## src/rtl/switch_event_gen_if.sv

```systemverilog
// Switch-event bus: debounced level in, single-cycle event pulses and held flag out.
// The master drives the switch level; the event generator is the slave.
interface switch_event_gen_if;
    logic i_switch;
    logic o_press;
    logic o_release;
    logic o_short;
    logic o_long;
    logic o_repeat;
    logic o_held;

    modport master (
        output i_switch,
        input  o_press, o_release, o_short, o_long, o_repeat, o_held
    );

    modport slave (
        input  i_switch,
        output o_press, o_release, o_short, o_long, o_repeat, o_held
    );
endinterface

```

## src/rtl/switch_event_gen.sv

```systemverilog
// Turns a debounced switch level into registered press/release/short/long/repeat
// pulses plus a held flag, all on clk with one cycle of latency.
//
// state     | meaning
// IDLE      | switch released, hold counter parked at 0
// PRESSED   | held for fewer than c_LONG_LIMIT samples, counting down to long
// LONG_HELD | long press reported, counting down to each auto-repeat
module switch_event_gen #(
    parameter int c_LONG_LIMIT   = 25000000,
    parameter int c_REPEAT_LIMIT = 5000000,
    parameter int c_CNT_W        = 25
) (
    input  logic               clk,
    input  logic               i_rst,
    switch_event_gen_if.slave  bus
);

    typedef enum logic [1:0] {IDLE, PRESSED, LONG_HELD} state_t;

    // Down-counter holds the samples remaining until the next event; a value
    // of 1 on a high sample is the terminal count.
    localparam logic [c_CNT_W-1:0] LONG_LOAD = c_CNT_W'(c_LONG_LIMIT - 1);
    localparam logic [c_CNT_W-1:0] REP_LOAD  = c_CNT_W'(c_REPEAT_LIMIT);
    localparam logic [c_CNT_W-1:0] CNT_ONE   = c_CNT_W'(1);
    localparam bit                 REP_EN    = (c_REPEAT_LIMIT > 0);

    state_t             state_q, state_d;
    logic [c_CNT_W-1:0] cnt_q, cnt_d;
    logic               press_q, press_d;
    logic               release_q, release_d;
    logic               short_q, short_d;
    logic               long_q, long_d;
    logic               repeat_q, repeat_d;
    logic               held_q, held_d;

    always_ff @(posedge clk or posedge i_rst) begin
        if (i_rst) begin
            state_q   <= IDLE;
            cnt_q     <= '0;
            press_q   <= 1'b0;
            release_q <= 1'b0;
            short_q   <= 1'b0;
            long_q    <= 1'b0;
            repeat_q  <= 1'b0;
            held_q    <= 1'b0;
        end else begin
            state_q   <= state_d;
            cnt_q     <= cnt_d;
            press_q   <= press_d;
            release_q <= release_d;
            short_q   <= short_d;
            long_q    <= long_d;
            repeat_q  <= repeat_d;
            held_q    <= held_d;
        end
    end

    always_comb begin
        state_d   = state_q;
        cnt_d     = cnt_q;
        press_d   = 1'b0;
        release_d = 1'b0;
        short_d   = 1'b0;
        long_d    = 1'b0;
        repeat_d  = 1'b0;
        held_d    = held_q;

        case (state_q)
            IDLE: begin
                cnt_d = '0;
                if (bus.i_switch) begin
                    state_d = PRESSED;
                    press_d = 1'b1;
                    held_d  = 1'b1;
                    cnt_d   = LONG_LOAD;
                end
            end
            PRESSED: begin
                // A release on the would-be long sample still counts as short.
                if (!bus.i_switch) begin
                    state_d   = IDLE;
                    release_d = 1'b1;
                    short_d   = 1'b1;
                    held_d    = 1'b0;
                    cnt_d     = '0;
                end else if (cnt_q == CNT_ONE) begin
                    state_d = LONG_HELD;
                    long_d  = 1'b1;
                    cnt_d   = REP_LOAD;
                end else begin
                    cnt_d = cnt_q - CNT_ONE;
                end
            end
            LONG_HELD: begin
                if (!bus.i_switch) begin
                    state_d   = IDLE;
                    release_d = 1'b1;
                    held_d    = 1'b0;
                    cnt_d     = '0;
                end else if (REP_EN) begin
                    if (cnt_q == CNT_ONE) begin
                        repeat_d = 1'b1;
                        cnt_d    = REP_LOAD;
                    end else begin
                        cnt_d = cnt_q - CNT_ONE;
                    end
                end
            end
            default: begin
                state_d = IDLE;
                cnt_d   = '0;
                held_d  = 1'b0;
            end
        endcase
    end

    assign bus.o_press   = press_q;
    assign bus.o_release = release_q;
    assign bus.o_short   = short_q;
    assign bus.o_long    = long_q;
    assign bus.o_repeat  = repeat_q;
    assign bus.o_held    = held_q;

endmodule

```

## src/flat_wrapper.sv

```systemverilog
// flat-port wrapper written by rule: the top's interface ports become plain ports
module switch_event_gen_flat 
#(
    parameter int c_LONG_LIMIT   = 25000000,
    parameter int c_REPEAT_LIMIT = 5000000,
    parameter int c_CNT_W        = 25
)
  (clk, i_rst, bus_i_switch, bus_o_press, bus_o_release, bus_o_short, bus_o_long, bus_o_repeat, bus_o_held);
  switch_event_gen_if bus_i ();
  input  logic clk;
  input  logic i_rst;
  input wire logic [$bits(bus_i.i_switch)-1:0] bus_i_switch;
  output wire logic [$bits(bus_i.o_press)-1:0] bus_o_press;
  output wire logic [$bits(bus_i.o_release)-1:0] bus_o_release;
  output wire logic [$bits(bus_i.o_short)-1:0] bus_o_short;
  output wire logic [$bits(bus_i.o_long)-1:0] bus_o_long;
  output wire logic [$bits(bus_i.o_repeat)-1:0] bus_o_repeat;
  output wire logic [$bits(bus_i.o_held)-1:0] bus_o_held;
  assign bus_i.i_switch = bus_i_switch;
  assign bus_o_press = bus_i.o_press;
  assign bus_o_release = bus_i.o_release;
  assign bus_o_short = bus_i.o_short;
  assign bus_o_long = bus_i.o_long;
  assign bus_o_repeat = bus_i.o_repeat;
  assign bus_o_held = bus_i.o_held;
  switch_event_gen #(.c_LONG_LIMIT(c_LONG_LIMIT), .c_REPEAT_LIMIT(c_REPEAT_LIMIT), .c_CNT_W(c_CNT_W)) u_core (.clk(clk), .i_rst(i_rst), .bus(bus_i));
endmodule
```

## config.mk

```make
export PLATFORM = sky130hd
export DESIGN_NAME = switch_event_gen_flat
export DESIGN_NICKNAME = d
export VERILOG_FILES = /design/src/rtl/switch_event_gen_if.sv /design/src/rtl/switch_event_gen.sv /design/src/flat_wrapper.sv
export SDC_FILE = /design/constraint.sdc
export NUM_CORES = 1
export LEC_CHECK = 0
export ABC_AREA = 1
export BUFFER_PORTS_ARGS = -buffer_cell sky130_fd_sc_hd__buf_2
export CAP_MARGIN = 20
export CORE_ASPECT_RATIO = 0.8
export CORE_MARGIN = 4
export CORE_UTILIZATION = 48
export CTS_CLUSTER_DIAMETER = 150
export CTS_CLUSTER_SIZE = 25
export DETAILED_ROUTE_END_ITERATION = 6
export SYNTH_ARGS = -nofsm -noshare
export SYNTH_HDL_FRONTEND = slang
export SYNTH_SLANG_ARGS = --single-unit
```

## constraint.sdc

```tcl
create_clock -name clk -period 1.6 [get_ports clk]
set_input_delay 0.32 -clock clk [delete_from_list [all_inputs] [get_ports clk]]
set_output_delay 0.32 -clock clk [all_outputs]
set_load 0.005 [all_outputs]
```

==> flow_metrics.env, run 1 <==
export IMPL_dr_pass1_iters=4
export IMPL_vias_per_cell=4.78
export IMPL_synth_top_cell_by_area="dfrtp_1"
export IMPL_syn_area_sq_mm=0.00194
export IMPL_synth_top_area_share_pct=42.7
export IMPL_yosysWarnings=0
export IMPL_start_util_pct=50.2
export IMPL_dr_total_vias=1519
export IMPL_reg2reg_from="u_core.cnt_q[0]"
export IMPL_clkTransAtPathRegs_ps=70
export IMPL_relSlewSlack_pct=71.6
export IMPL_min_period_over_period_pct=92.7
export IMPL_start_kind="flop"
export IMPL_critPathMaxStageDelay_ps=390
export IMPL_dieWidth_um=79.0
export IMPL_finalWirelength_um=3860
export IMPL_postCtsHoldBufs=0
export IMPL_clk_latency_ps=290
export IMPL_drt_first_iter_violations=59
export IMPL_cp_arrival_ps=1650
export IMPL_path_class="reg -> reg"
export IMPL_finalHoldViolations=0
export IMPL_ff2ff_path_depth=10
export IMPL_pre_cts_ws_ps=54.4
export IMPL_dieArea_sq_mm=0.00512
export IMPL_final_nets=271
export IMPL_cp_slowest_cell="dfrtp_1"
export IMPL_yosys_register_bits=33
export IMPL_num_rows=20
export IMPL_cts_buffers=5
export IMPL_busiest_layer="met1"
export IMPL_drc=0
export IMPL_end_kind="flop"
export IMPL_area_growth_pct=17.4
export IMPL_post_dp_hpwl_um=2820
export IMPL_fin_util_pct=59.0
export IMPL_fp_dieH_um=64.8
export IMPL_ir_worst_vdd_mv=0.957
export IMPL_crit_top_cell="nand2_1"
export IMPL_worst_clock_skew_ps=6.54
export IMPL_synthTopCellsByArea="dfrtp_1, nand2_1, nor2_1"
export IMPL_grt_util_met1_pct=25.7
export IMPL_status="finished, final reports clean"
export IMPL_max_cap_violations=0
export IMPL_power_density_mw_per_mm2=1960
export IMPL_post_drt_wl_per_cell_um=12.2
export IMPL_p_leak_nw=1.17
export IMPL_cts_buffer_depth=2
export IMPL_num_antenna_cells=0
export IMPL_async_reset_ff_share_pct=100
export IMPL_syn_nets=249
export IMPL_synthCells=240
export IMPL_critPathMaxFanout=7
export IMPL_cp_num_buf_inv=2
export IMPL_worst_slew_pin_slew_ps=426
export IMPL_reg2reg_to="u_core.cnt_q[22]"
export IMPL_grt_overflow=0
export IMPL_place_gp_congestion=0.753
export IMPL_grt_start_max_net_pins=34
export IMPL_ant_nets=0
export IMPL_coreArea_sq_mm=0.00385
export IMPL_layout_drive_gt1_share_pct=24.0
export IMPL_finalMaxSlewViolations=0
export IMPL_synth_edf_count=0
export IMPL_seq_area_frac_synth_pct=42.7
export IMPL_met3_usage_pct=4.31
export IMPL_fmax_mhz=674
export IMPL_h_tree_depth=2
export IMPL_hold_class="in -> async"
export IMPL_ioPinCount=9
export IMPL_reg2reg_slack_ps=120
export IMPL_grt_pass1_vias=1436
export IMPL_cts_root_buf="clkbuf_8"
export IMPL_grt_pass1_wl_um=6780
export IMPL_fin_setup_tns_ps=0
export IMPL_met2_usage_pct=24.1
export IMPL_syn_area_per_cell_sq_um=8.07
export IMPL_synthFlopType="dfrtp_1"
export IMPL_fin_ws_ps=116
export IMPL_path_delay_family="simple AND/OR/NAND/NOR gates"
export IMPL_num_fill_cells=378
export IMPL_whs_ps=102
export IMPL_setup_viol_count_final=0
export IMPL_final_seq_area_sq_um=826
export IMPL_antenna_found_initial=0
export IMPL_cts_tree="yes"
export IMPL_ys_types=30
export IMPL_crit_path_cell_trace="inv_1 -> ha_2 -> nand2_2 -> nor2_2 -> buf_6 -> nand3_1 -> nand2_1 -> nand3_2 -> nand2_1 -> nand2_1"
export IMPL_clock_sinks=33
export IMPL_grt_util_all_layers_pct=17.3
export IMPL_cp_required_ps=1760
export IMPL_multiInputGateArea_sq_um=997
export IMPL_finalCriticalPeriod_ps=1480
export IMPL_io_buffers=8
[routing by layer]
metal | vias to the layer above | wire [um]
li1 | 791 | -
met4 | 0 | 44
met5 | - | 0
met1 | 712 | 2080
met3 | 5 | 82
met2 | 11 | 1660
[placed cells by master, fill, tap and decap left out]
| cell | instances |
|---|---|
| or2_2 | 2 |
| nor2_1 | 33 |
| o21ai_0 | 8 |
| nor2_4 | 5 |
| nand2_2 | 7 |
| ha_4 | 1 |
| inv_1 | 29 |
| nand2_1 | 52 |
| nor3b_2 | 1 |
| nand3_2 | 4 |
| buf_4 | 11 |
| nor3_1 | 1 |
| inv_2 | 1 |
| a21oi_1 | 3 |
| nand4_1 | 3 |
| o21bai_1 | 1 |
| xnor2_1 | 3 |
| ha_1 | 4 |
| nand2_8 | 1 |
| dfrtp_1 | 33 |
| and3_2 | 1 |
| o21ai_1 | 4 |
| nand3_4 | 1 |
| nor2_2 | 9 |
| o21a_1 | 1 |
| a31oi_4 | 1 |
| buf_2 | 8 |
| nand3b_1 | 2 |
| clkbuf_8 | 5 |
| bufinv_16 | 2 |
| ha_2 | 1 |
| nand3_1 | 15 |
| clkinv_2 | 1 |
| buf_6 | 1 |
| xor2_1 | 8 |
[worst min-delay path, stage by stage]
cell	delay [ps]
buf_2	90
inv_1	40
buf_4	370
[what timing repair did]
action                                  in CTS  in global routing
setup buffers                                0                  3
endpoints found under the setup margin       0                 10
resized for setup                            0                  9
endpoints found under the hold margin        0                  0
[worst max-delay path by stage]
stage,start,end,slack (ps),cells past startpoint
2_1_floorplan,u_core.state_q[0],u_core.cnt_q[7],170,7
3_3_place_gp,u_core.state_q[0],u_core.cnt_q[20],80,8
3_5_place_dp,u_core.state_q[0],u_core.cnt_q[24],50,8
4_1_cts,u_core.state_q[0],u_core.cnt_q[24],30,8
5_1_grt,u_core.state_q[0],u_core.cnt_q[21],-20,8
6_report,u_core.cnt_q[0],u_core.cnt_q[22],120,10
[power by group]
part	total [W]	internal, W	switching, W
Clock	0.000932	0.000619	0.000313
Combinational	0.00217	0.000834	0.00134
Sequential	0.00135	0.00111	0.000239
Total	0.00445	0.00256	0.00189
[cell type report]
class | instances | share of cell area [%]
Clock buffer | 5 | 3.03
Clock inverter | 3 | 2.86
Inverter | 30 | 4.96
Multi-Input combinational cell | 172 | 43.9
Sequential cell | 33 | 36.3
Tap cell | 55 | 3.03
Timing Repair Buffer | 20 | 5.89
[cell usage after synthesis (2+ instances only)]
library cell  number
nor2_2             9
nor2_1            34
inv_1             30
xnor2_1            3
nand2_2            6
dfrtp_1           33
nand3b_1           2
nand3_1           15
o21ai_0            8
buf_6              2
or2_2              2
nand2_1           53
nand3_2            4
nand4_1            3
xor2_1             8
o21ai_1            4
nor2_4             4
a21oi_1            3
ha_1               6
[cells by family (layout without fill, tap and decap cells)]
logic type                 Yosys count  count (layout)  share of synthesized area, %
adders and majority gates            6               6                          3.88
AOI/OAI and AO/OA                   18              18                          5.75
and+or+nand+nor                    137             137                          34.9
buffers and inverters               35              58                          7.82
DFF                                 33              33                          42.7
xor gates and xnor gates            11              11                          4.98
[sequential cells by signal, summed over array words and instances, names as in the netlist]
name / cells
u_core.bus.o_release: 1
u_core.bus.o_long: 1
u_core.bus.o_held: 1
u_core.bus.o_repeat: 1
u_core.bus.o_press: 1
u_core.bus.o_short: 1
u_core.cnt_q: 25
u_core.state_q: 2
[metrics by stage]
step / area [sq um] / power (W) / std cells
finish: 2270 / 0.00445 / 318
global route: 2270 / 0.00486 / 318
CTS: 2210 / 0.00434 / 315
detailed placement: 2070 / 0.00339 / 307
global placement: 2070 / 0.00338 / 307
floorplan: 1940 / 0.00291 / 240
(Power assumes the default switching activity.)
==> run 2, diff against run 1 <==
==> constraint.sdc (replaced) <==
create_clock -name clk -period 1.8 [get_ports clk]
set_input_delay 0.36 -clock clk [delete_from_list [all_inputs] [get_ports clk]]
set_output_delay 0.36 -clock clk [all_outputs]
set_load 0.005 [all_outputs]
==> run 2 against run 1 <==
Effect of this change: die area unchanged; design area decreased by 4.7%; clock skew increased by 4.8 ps; combinational power decreased by 18%; global-route usage increased by 0.93 points; final cell count decreased by 2.5%; critical path depth decreased by 2; via count decreased by 3.2%; non-clock buffer count decreased by 8; critical endpoint is now u_core.cnt_q[21].
==> flow_metrics.env, run 2 (synthesized netlist as in run 1, its figures left out) <==
export IMPL_cp_required_ps=2040
export IMPL_fin_setup_tns_ps=0
export IMPL_cts_buffers=5
export IMPL_clkPwrFrac_pct=19.9
export IMPL_path_delay_family="simple AND/OR/NAND/NOR gates"
export IMPL_pre_cts_ws_ps=163
export IMPL_p_leak_nw=1.12
export IMPL_hold_class="in -> async"
export IMPL_combPwrFrac_pct=47.7
export IMPL_min_period_over_period_pct=90.4
export IMPL_cp_num_buf_inv=2
export IMPL_ant_nets=0
export IMPL_grt_pass1_vias=1439
export IMPL_whs_ps=136
export IMPL_dr_total_vias=1471
export IMPL_critPathMaxFanout=15
export IMPL_fp_dieH_um=64.8
export IMPL_dieArea_sq_mm=0.00512
export IMPL_seqPwrFrac_pct=32.4
export IMPL_post_drt_wl_per_cell_um=12.6
export IMPL_grt_start_max_net_pins=34
export IMPL_finalCriticalPeriod_ps=1630
export IMPL_ir_worst_vdd_mv=0.800
export IMPL_max_cap_violations=0
export IMPL_start_kind="flop"
export IMPL_grt_util_met1_pct=27.0
export IMPL_place_gp_congestion=0.833
export IMPL_status="finished, final reports clean"
export IMPL_worst_clock_skew_ps=11.4
export IMPL_start_util_pct=50.2
export IMPL_path_class="reg -> reg"
export IMPL_final_seq_area_sq_um=826
export IMPL_postCtsHoldBufs=0
export IMPL_area_growth_pct=11.8
export IMPL_post_dp_hpwl_um=2910
export IMPL_met2_usage_pct=23.8
export IMPL_crit_path_cell_trace="inv_1 -> ha_1 -> nand2_1 -> nor2_4 -> nand2_8 -> inv_1 -> nand3_1 -> nand2_1"
export IMPL_drt_first_iter_violations=131
export IMPL_vias_per_cell=4.75
export IMPL_fin_util_pct=56.2
export IMPL_dr_pass1_iters=4
export IMPL_cp_depth=8
export IMPL_drc=0
export IMPL_clk_latency_ps=300
export IMPL_h_tree_depth=2
export IMPL_power_w=0.00371
export IMPL_final_nets=263
export IMPL_layout_drive_gt1_share_pct=19.2
export IMPL_internal_power_w=0.00206
export IMPL_finalMaxSlewViolations=0
export IMPL_ioPinCount=9
export IMPL_num_rows=20
export IMPL_cp_slowest_cell="dfrtp_1"
export IMPL_multiInputGateArea_sq_um=967
export IMPL_io_buffers=8
export IMPL_critPathMaxStageDelay_ps=420
export IMPL_antenna_found_initial=0
export IMPL_power_density_mw_per_mm2=1710
export IMPL_fin_ws_ps=172
export IMPL_grt_overflow=0
export IMPL_finalWirelength_um=3900
export IMPL_mostFrequentLayoutCells="nand2_1, nor2_1, dfrtp_1"
export IMPL_grt_pass1_wl_um=6910
export IMPL_ff2ff_path_depth=8
export IMPL_cts_root_buf="clkbuf_8"
export IMPL_cts_buffer_depth=2
export IMPL_worst_slew_pin_slew_ps=413
export IMPL_cp_arrival_ps=1860
export IMPL_num_fill_cells=353
export IMPL_rsz0062_at_grt="no"
export IMPL_clkTransAtPathRegs_ps=70
export IMPL_largest_register_ffs=25
export IMPL_reg_top3="u_core.cnt_q x25, u_core.state_q x2"
export IMPL_end_kind="flop"
export IMPL_setup_viol_count_final=0
export IMPL_coreArea_sq_mm=0.00385
export IMPL_dieWidth_um=79.0
export IMPL_p_sw_w=0.00164
export IMPL_clock_sinks=33
export IMPL_p_sw_share_pct=44.3
export IMPL_regMostFlops="u_core.cnt_q"
export IMPL_finalHoldViolations=0
export IMPL_fmax_mhz=614
export IMPL_layout_commonest_cell="nand2_1"
export IMPL_busiest_layer="met1"
export IMPL_relSlewSlack_pct=72.5
export IMPL_grt_util_all_layers_pct=18.2
export IMPL_met3_usage_pct=4.17
export IMPL_num_antenna_cells=0
export IMPL_cts_tree="yes"
[run 2: worst register-to-register path, delay by kind of cell, from the launching register on]
kind / cells / cell delay (ps)
AND/OR/NAND/NOR: 5 / 640
adder cells (fa/ha/maj): 1 / 310
buffers and inverters: 2 / 190
flip-flops: 1 / 420
[run 2: power by group through the flow]
stage / sequential [W] / clock [W] / combinational (W)
global route: 0.00124 / 0.000790 / 0.00203
global placement: 0.00121 / 0 / 0.00173
finish: 0.00120 / 0.000737 / 0.00177
floorplan: 0.00116 / 0 / 0.00143
CTS: 0.00120 / 0.000756 / 0.00175
detailed placement: 0.00121 / 0 / 0.00173
[run 2: metrics by stage]
stage | cells | area (sq um)
finish | 310 | 2160
global route | 310 | 2160
CTS | 308 | 2140
detailed placement | 300 | 2020
global placement | 300 | 2020
floorplan | 240 | 1940
[run 2: layout make-up]
type | count | share of cell area [%]
timing repair buffer | 12 | 3.24
clock buffer | 6 | 3.82
multi-input combinational | 172 | 44.7
tap | 55 | 3.18
inverter | 30 | 5.20
clock inverter | 2 | 1.73
sequential | 33 | 38.2
[run 2: worst paths after layout]
path	end	from	slack, ps
setup / recovery	u_core.cnt_q[21]	u_core.state_q[1]	170
hold / removal	u_core.cnt_q[4]	i_rst	140
setup reg to reg	u_core.cnt_q[21]	u_core.state_q[1]	170
hold reg to reg	u_core.cnt_q[0]	u_core.cnt_q[0]	510
max in group asynchronous	u_core.cnt_q[19]	i_rst	1360
min in group clk	u_core.bus.o_release	bus_i_switch	320
[run 2: repair_timing]
item                                    4_1_cts  5_1_grt
gates resized for setup                       0        1
buffers inserted                              0        2
endpoints found under the setup margin        0        4
[run 2: routing by layer]
| metal | wire length, um | part of all wire (%) |
|---|---|---|
| met5 | 0 | 0 |
| met4 | 93 | 2.4 |
| met3 | 171 | 4.4 |
| met2 | 1560 | 40 |
| met1 | 2070 | 53 |
